## config.mk

```make
export PLATFORM = sky130hd
export DESIGN_NAME = instr_sequencer
export DESIGN_NICKNAME = d
export VERILOG_FILES = /design/src/rtl/seq_pkg.sv /design/src/rtl/seq_perf_cnt.sv /design/src/rtl/instr_sequencer.sv
export SDC_FILE = /design/constraint.sdc
export NUM_CORES = 1
export LEC_CHECK = 0
export BUFFER_PORTS_ARGS = -buffer_cell sky130_fd_sc_hd__buf_2
export CELL_PAD_IN_SITES_DETAIL_PLACEMENT = 1
export CELL_PAD_IN_SITES_GLOBAL_PLACEMENT = 2
export CORE_MARGIN = 2
export CORE_UTILIZATION = 27
export CTS_BUF_LIST = sky130_fd_sc_hd__clkbuf_16
export DETAILED_ROUTE_END_ITERATION = 8
export PLACE_DENSITY_LB_ADDON = 0.1
export SYNTH_ARGS = -nofsm -noshare
export SYNTH_HDL_FRONTEND = slang
export SYNTH_SLANG_ARGS = --single-unit
export TNS_END_PERCENT = 20
```

## constraint.sdc

```tcl
create_clock -name clk -period 1.85 [get_ports clk]
set_clock_uncertainty 0.1 [all_clocks]
set_input_delay 0.185 -clock clk [delete_from_list [all_inputs] [get_ports clk]]
set_output_delay 0.185 -clock clk [all_outputs]
set_load 0.005 [all_outputs]
```

## src/rtl/seq_pkg.sv

```systemverilog
// Shared types and constants for the multi-cycle instruction sequencer.
package seq_pkg;

    typedef enum logic [2:0] {
        S_IDLE  = 3'd0,
        S_FETCH = 3'd1,
        S_EXEC  = 3'd2,
        S_MEM   = 3'd3,
        S_WB    = 3'd4,
        S_HALT  = 3'd5
    } seq_state_t;

    localparam logic [8:0] HALT_INSTR  = 9'h1FF;
    localparam int         PC_W_DEF    = 10;
    localparam int         MCODE_W_DEF = 9;

endpackage

```

## src/rtl/seq_perf_cnt.sv

```systemverilog
// Bank of saturating event counters with a shared synchronous clear.
module seq_perf_cnt #(
    parameter int CNT_W   = 16,
    parameter int NUM_CNT = 2
) (
    input  logic                            clk,
    input  logic                            rst_n,
    input  logic                            clr,
    input  logic [NUM_CNT-1:0]              inc,
    output logic [NUM_CNT-1:0][CNT_W-1:0]   cnt
);

    always_ff @(posedge clk or negedge rst_n) begin
        if (!rst_n) begin
            cnt <= '0;
        end else begin
            for (int i = 0; i < NUM_CNT; i++) begin
                if (clr)
                    cnt[i] <= '0;
                else if (inc[i] && (cnt[i] != {CNT_W{1'b1}}))
                    cnt[i] <= cnt[i] + CNT_W'(1);
            end
        end
    end

endmodule

```

## src/rtl/instr_sequencer.sv

```systemverilog
// FETCH/EXEC/MEM/WB sequencer owning PC and IR; gates write and memory strobes once per instruction.
// Optional SEQ_PERF_CNT_EN adds cycle_cnt/instr_cnt performance counters.
module instr_sequencer
    import seq_pkg::*;
#(
    parameter int PC_W    = PC_W_DEF,
    parameter int MCODE_W = MCODE_W_DEF
) (
    input  logic               clk,
    input  logic               rst_n,
    input  logic               start,
    input  logic [MCODE_W-1:0] rom_data,
    output logic [PC_W-1:0]    pc,
    output logic [MCODE_W-1:0] instr,
    input  logic               branch,
    input  logic               take,
    input  logic [PC_W-1:0]    target,
    input  logic               mem_access,
    input  logic               reg_write,
    output logic               mem_req,
    input  logic               mem_ack,
    output logic               reg_wr_en,
    output logic               busy,
    output logic               done
`ifdef SEQ_PERF_CNT_EN
    ,
    output logic [15:0]        cycle_cnt,
    output logic [15:0]        instr_cnt
`endif
);

    seq_state_t state, state_nxt;
    logic       idle_or_halt;
    logic       start_ok;
    logic       is_halt;

    assign idle_or_halt = (state == S_IDLE) || (state == S_HALT);
    assign start_ok     = idle_or_halt && start;
    assign is_halt      = (instr == MCODE_W'(HALT_INSTR));

    always_ff @(posedge clk or negedge rst_n) begin
        if (!rst_n) state <= S_IDLE;
        else        state <= state_nxt;
    end

    always_comb begin
        state_nxt = state;
        case (state)
            S_IDLE:  if (start) state_nxt = S_FETCH;
            S_FETCH: state_nxt = S_EXEC;
            S_EXEC: begin
                if (is_halt)         state_nxt = S_HALT;
                else if (mem_access) state_nxt = S_MEM;
                else                 state_nxt = S_WB;
            end
            S_MEM:   if (mem_ack) state_nxt = S_WB;
            S_WB:    state_nxt = S_FETCH;
            S_HALT:  if (start) state_nxt = S_FETCH;
            default: state_nxt = S_IDLE;
        endcase
    end

    // PC wraps naturally at 2^PC_W; a taken branch redirects the very next fetch.
    always_ff @(posedge clk or negedge rst_n) begin
        if (!rst_n)
            pc <= '0;
        else if (start_ok)
            pc <= '0;
        else if (state == S_WB)
            pc <= (branch && take) ? target : pc + PC_W'(1);
    end

    always_ff @(posedge clk or negedge rst_n) begin
        if (!rst_n)                instr <= '0;
        else if (state == S_FETCH) instr <= rom_data;
    end

    assign mem_req   = (state == S_MEM);
    assign reg_wr_en = (state == S_WB) && reg_write;
    assign busy      = !idle_or_halt;
    assign done      = (state == S_HALT);

`ifdef SEQ_PERF_CNT_EN
    logic [1:0][15:0] perf_cnt;

    seq_perf_cnt #(
        .CNT_W   (16),
        .NUM_CNT (2)
    ) u_perf (
        .clk   (clk),
        .rst_n (rst_n),
        .clr   (start_ok),
        .inc   ({state == S_WB, busy}),
        .cnt   (perf_cnt)
    );

    assign cycle_cnt = perf_cnt[0];
    assign instr_cnt = perf_cnt[1];
`endif

endmodule
```

==> flow_metrics.py <==
metrics = {
    "grt": {
        "globalRoute.totalOverflow": 0,
        "first_pass_grt_wire_length_mm": 6.003,
        "largest_net_degree_at_the_start_of_global_routing": 23,
        "number_of_global_route_vias_before_repair": 1234,
        "grt.total_usage": 0.1480,
        "grt_antenna_before_repair": 0,
    },
    "timing": {
        "fmax_ghz": 0.5886,
        "period_share": 0.9184,
        "timing.max_slew.rel_slack": 0.6430,
        "finalWorstPathRequiredPeriod_ns": 1.699,
        "worst_margin_pin_slew_ns": 0.5355,
        "slew_viol_final": 0,
        "layout_setup_ws_ns": 0.1510,
        "finalSetupViolations": 0,
        "finalHoldViolCount": 0,
        "rsz_0062_raised_after_global_routing": "no",
        "final.setup.tns_ns": 0,
    },
    "route": {
        "detail-route-antenna-nets": 0,
        "detailedRoute.firstPassIterationCount": 4,
        "detail_route.wirelength_mm": 3.566,
        "route.detailed.wl_per_inst_um": 15.44,
        "via_count": 1190,
        "drt-initial-drc-count": 46,
        "drt_drc_violations_left": 0,
        "route.detailed.vias_per_inst": 5.152,
    },
    "final_layout": {
        "layout-area-overhead-vs-synth_pct": 35.97,
        "final_nets": 208,
        "layout-drive-gt1-share": 0.4190,
        "antenna-diode-count": 0,
    },
    "worst_setup_path": {
        "worst_path_dominant_cell_family": "flip-flops",
        "worst-endpoint-required_ns": 1.56,
        "worst_r2r_startpoint": "state[0]$_DFFE_PN0P_",
        "critical_path_arrival_ns": 1.41,
        "crit_path_max_fanout": 11,
        "critical_path.startpoint_type": "flip-flop",
        "worst_reg2reg_path_depth": 3,
        "setup.worst_path.end_class": "output port",
        "cp.buffers_inverters": 2,
        "critical-path-max-stage-delay_ns": 0.49,
        "critPathSlowestCell": "dfrtp_2",
        "timing_worst_setup_path_type": "reg -> out",
        "regToRegSetupSlack_ns": 0.20,
        "timing.rr.end": "instr[5]$_DFFE_PN0N_",
        "crit_chain": "nor3b_1 -> buf_4 -> and2_1 -> buf_2",
    },
    "synthesis": {
        "synthMuxAreaShare": 0.09017,
        "cell_area_after_synthesis_mm2": 0.001235,
        "synth-xor-area-share": 0.007092,
        "synthArstFlopShare": 1.000,
        "post_synth_inst_count": 126,
        "synthesis.nets": 154,
        "yosysTopAreaCell": "dfrtp_1",
        "yosys.area.top_type_share": 0.4458,
        "ys.warnings.count": 0,
        "synthTopCellsByArea": "dfrtp_1 45%, mux2_2 8.2%, nand3_1 5.7%, o2bb2ai_1 5.0%, a21oi_1 2.8%",
        "dominantRegCellSynth": "dfrtp_1",
        "synth_top_family_by_area": "simple AND/OR/NAND/NOR gates",
        "sequential_area_share_after_synthesis": 0.4458,
        "synth_fa_ha_area_frac": 0.01925,
        "postSynthRegisterBits": 22,
        "synth_edf_count": 0,
        "synth_compound_gate_area_share": 0.1803,
        "netlist-cell-type-count": 35,
        "synth.avg_cell_area_um2": 9.801,
        "synth_simple_gate_area_share": 0.2087,
    },
    "clock_network": {
        "cts_inserted_buffers": 3,
        "clock_latency_ns": 0.26,
        "ctsHtreeMaxLevel": 1,
        "cts.clk_slew.worst_paths_ns": 0.06,
        "clock_path_buffers": 2,
        "clock-sinks": 22,
        "cts_tree": "yes",
        "cts_root_buf": "clkbuf_16",
        "cts.repair_timing.setup_buffer_count": 0,
    },
    "floorplanning": {
        "die_x_um": 71.63,
        "floorplan.initialDensity": 0.2817,
        "fp.dieArea_mm2": 0.005131,
        "core_region_area_mm2": 0.004384,
        "floorplan.rows": 24,
        "floorplan.io_pins": 50,
        "chip_height_um": 71.63,
    },
    "place": {
        "pre_cts_ws_ns": 0.2037,
        "gp_congestion": 0.7814,
        "buffer_ports.inserted": 49,
        "dp.final_hpwl_mm": 2.699,
    },
    "run": {
        "maxCapViolCount": 0,
    },
    "pwr": {
        "ir_worst_vdd_uv": 528.8,
        "pwr_density_cell_mw_per_mm2": 1528,
        "leakagePower_uw": 0.0007530,
    },
    "status": {
        "outcome": "completed",
    },
    "hold_path": {
        "hold_path_class": "in -> reg",
        "holdCritStartpoint": "rom_data[1]",
        "hold_depth": 2,
        "worst_hold_path.endpoint": "instr[1]$_DFFE_PN0N_",
    },
}
[cells in the final DEF (no fill, tap or decap), types with 2 or more instances in the layout]
master / netlist / final
nand4_1: 3 / 3
o311ai_0: 2 / 2
nor2_1: 8 / 8
mux2_2: 9 / 9
and2_1: 3 / 3
a22oi_1: 2 / 2
o21ai_0: 3 / 3
a31oi_1: 2 / 2
nor3_1: 4 / 4
nand2b_1: 2 / 2
buf_4: 1 / 5
a21oi_1: 7 / 7
clkbuf_16: 0 / 3
buf_2: 3 / 49
o211ai_1: 3 / 3
nand3_1: 14 / 14
inv_2: 2 / 2
dfrtp_2: 0 / 2
dfrtp_1: 22 / 20
a211oi_1: 2 / 2
o2bb2ai_1: 7 / 7
nand2_1: 6 / 6
inv_1: 3 / 3
nor4_1: 4 / 4
[how the worst max path moves through the flow]
stage | cells past startpoint | to | from | slack, ns
4_1_cts | 4 | reg_wr_en | state[2]$_DFFE_PN0P_ | 0.03
6_report | 4 | reg_wr_en | state[2]$_DFFE_PN0P_ | 0.15
3_5_place_dp | 3 | instr[5]$_DFFE_PN0N_ | state[0]$_DFFE_PN0P_ | 0.20
3_3_place_gp | 2 | instr[8]$_DFFE_PN0N_ | state[2]$_DFFE_PN0P_ | 0.26
5_1_grt | 4 | reg_wr_en | state[2]$_DFFE_PN0P_ | 0.05
2_1_floorplan | 3 | instr[0]$_DFFE_PN0N_ | state[2]$_DFFE_PN0P_ | 0.39
[Yosys cell counts, types with 4 or more instances]
| cell | count |
|---|---|
| nor4_1 | 4 |
| a21oi_1 | 7 |
| nor3_1 | 4 |
| o2bb2ai_1 | 7 |
| nand2_1 | 6 |
| nor2_1 | 8 |
| dfrtp_1 | 22 |
| mux2_2 | 9 |
| nand3_1 | 14 |
[where the power goes]
part / internal, µW / switching (µW) / total, µW
clock network: 430 / 189 / 619
registers: 683 / 242 / 924
logic: 528 / 494 / 1020
total: 1640 / 925 / 2570
[stage by stage]
stage	cells	cell area [µm²]	utilization	hold WS [ns]	power, µW
CTS	231	1677	0.3824	0.05270	2603
global placement	226	1562	0.3562	0.1014	1925
global route	231	1679	0.3830	0.05127	2781
detailed placement	226	1562	0.3562	0.1001	1971
floorplan	126	1235	-	-0.2106	1546
finish	231	1679	0.3830	0.05492	2566
[sequential cells by signal, summed over array words and instances, names as in the netlist]
name / count
pc: 10
instr: 9
state: 3
[layer usage]
layer	wire [µm]	up-vias	global-route usage
met5	0	-	0
met4	40	0	0.03774
met3	175	4	0.02813
met2	1811	35	0.2562
met1	1539	571	0.1899
li1	-	580	-
[logic make-up after synthesis]
kind of cell | count (synthesis)
simple gates | 48
xor+xnor | 1
mux | 10
fa+ha+maj | 2
compound gates | 31
buf+inv | 12
flops | 22
[timing repair]
item	in CTS	in global routing
setup endpoints to repair	0	1
endpoints found under the hold margin	22	0
hold buffers	1	0
resized for setup	0	2
[area by class of cell]
type                       instances  area [µm²]
tap                               52       65.06
clock buffer                       3       75.07
timing repair buffer              56       312.8
sequential                        22       553.0
inverter                           5       18.77
multi-input combinational         92       624.3
clock inverter                     1       30.03
fill                             532        2705
Power figures use the tool's default switching activity.
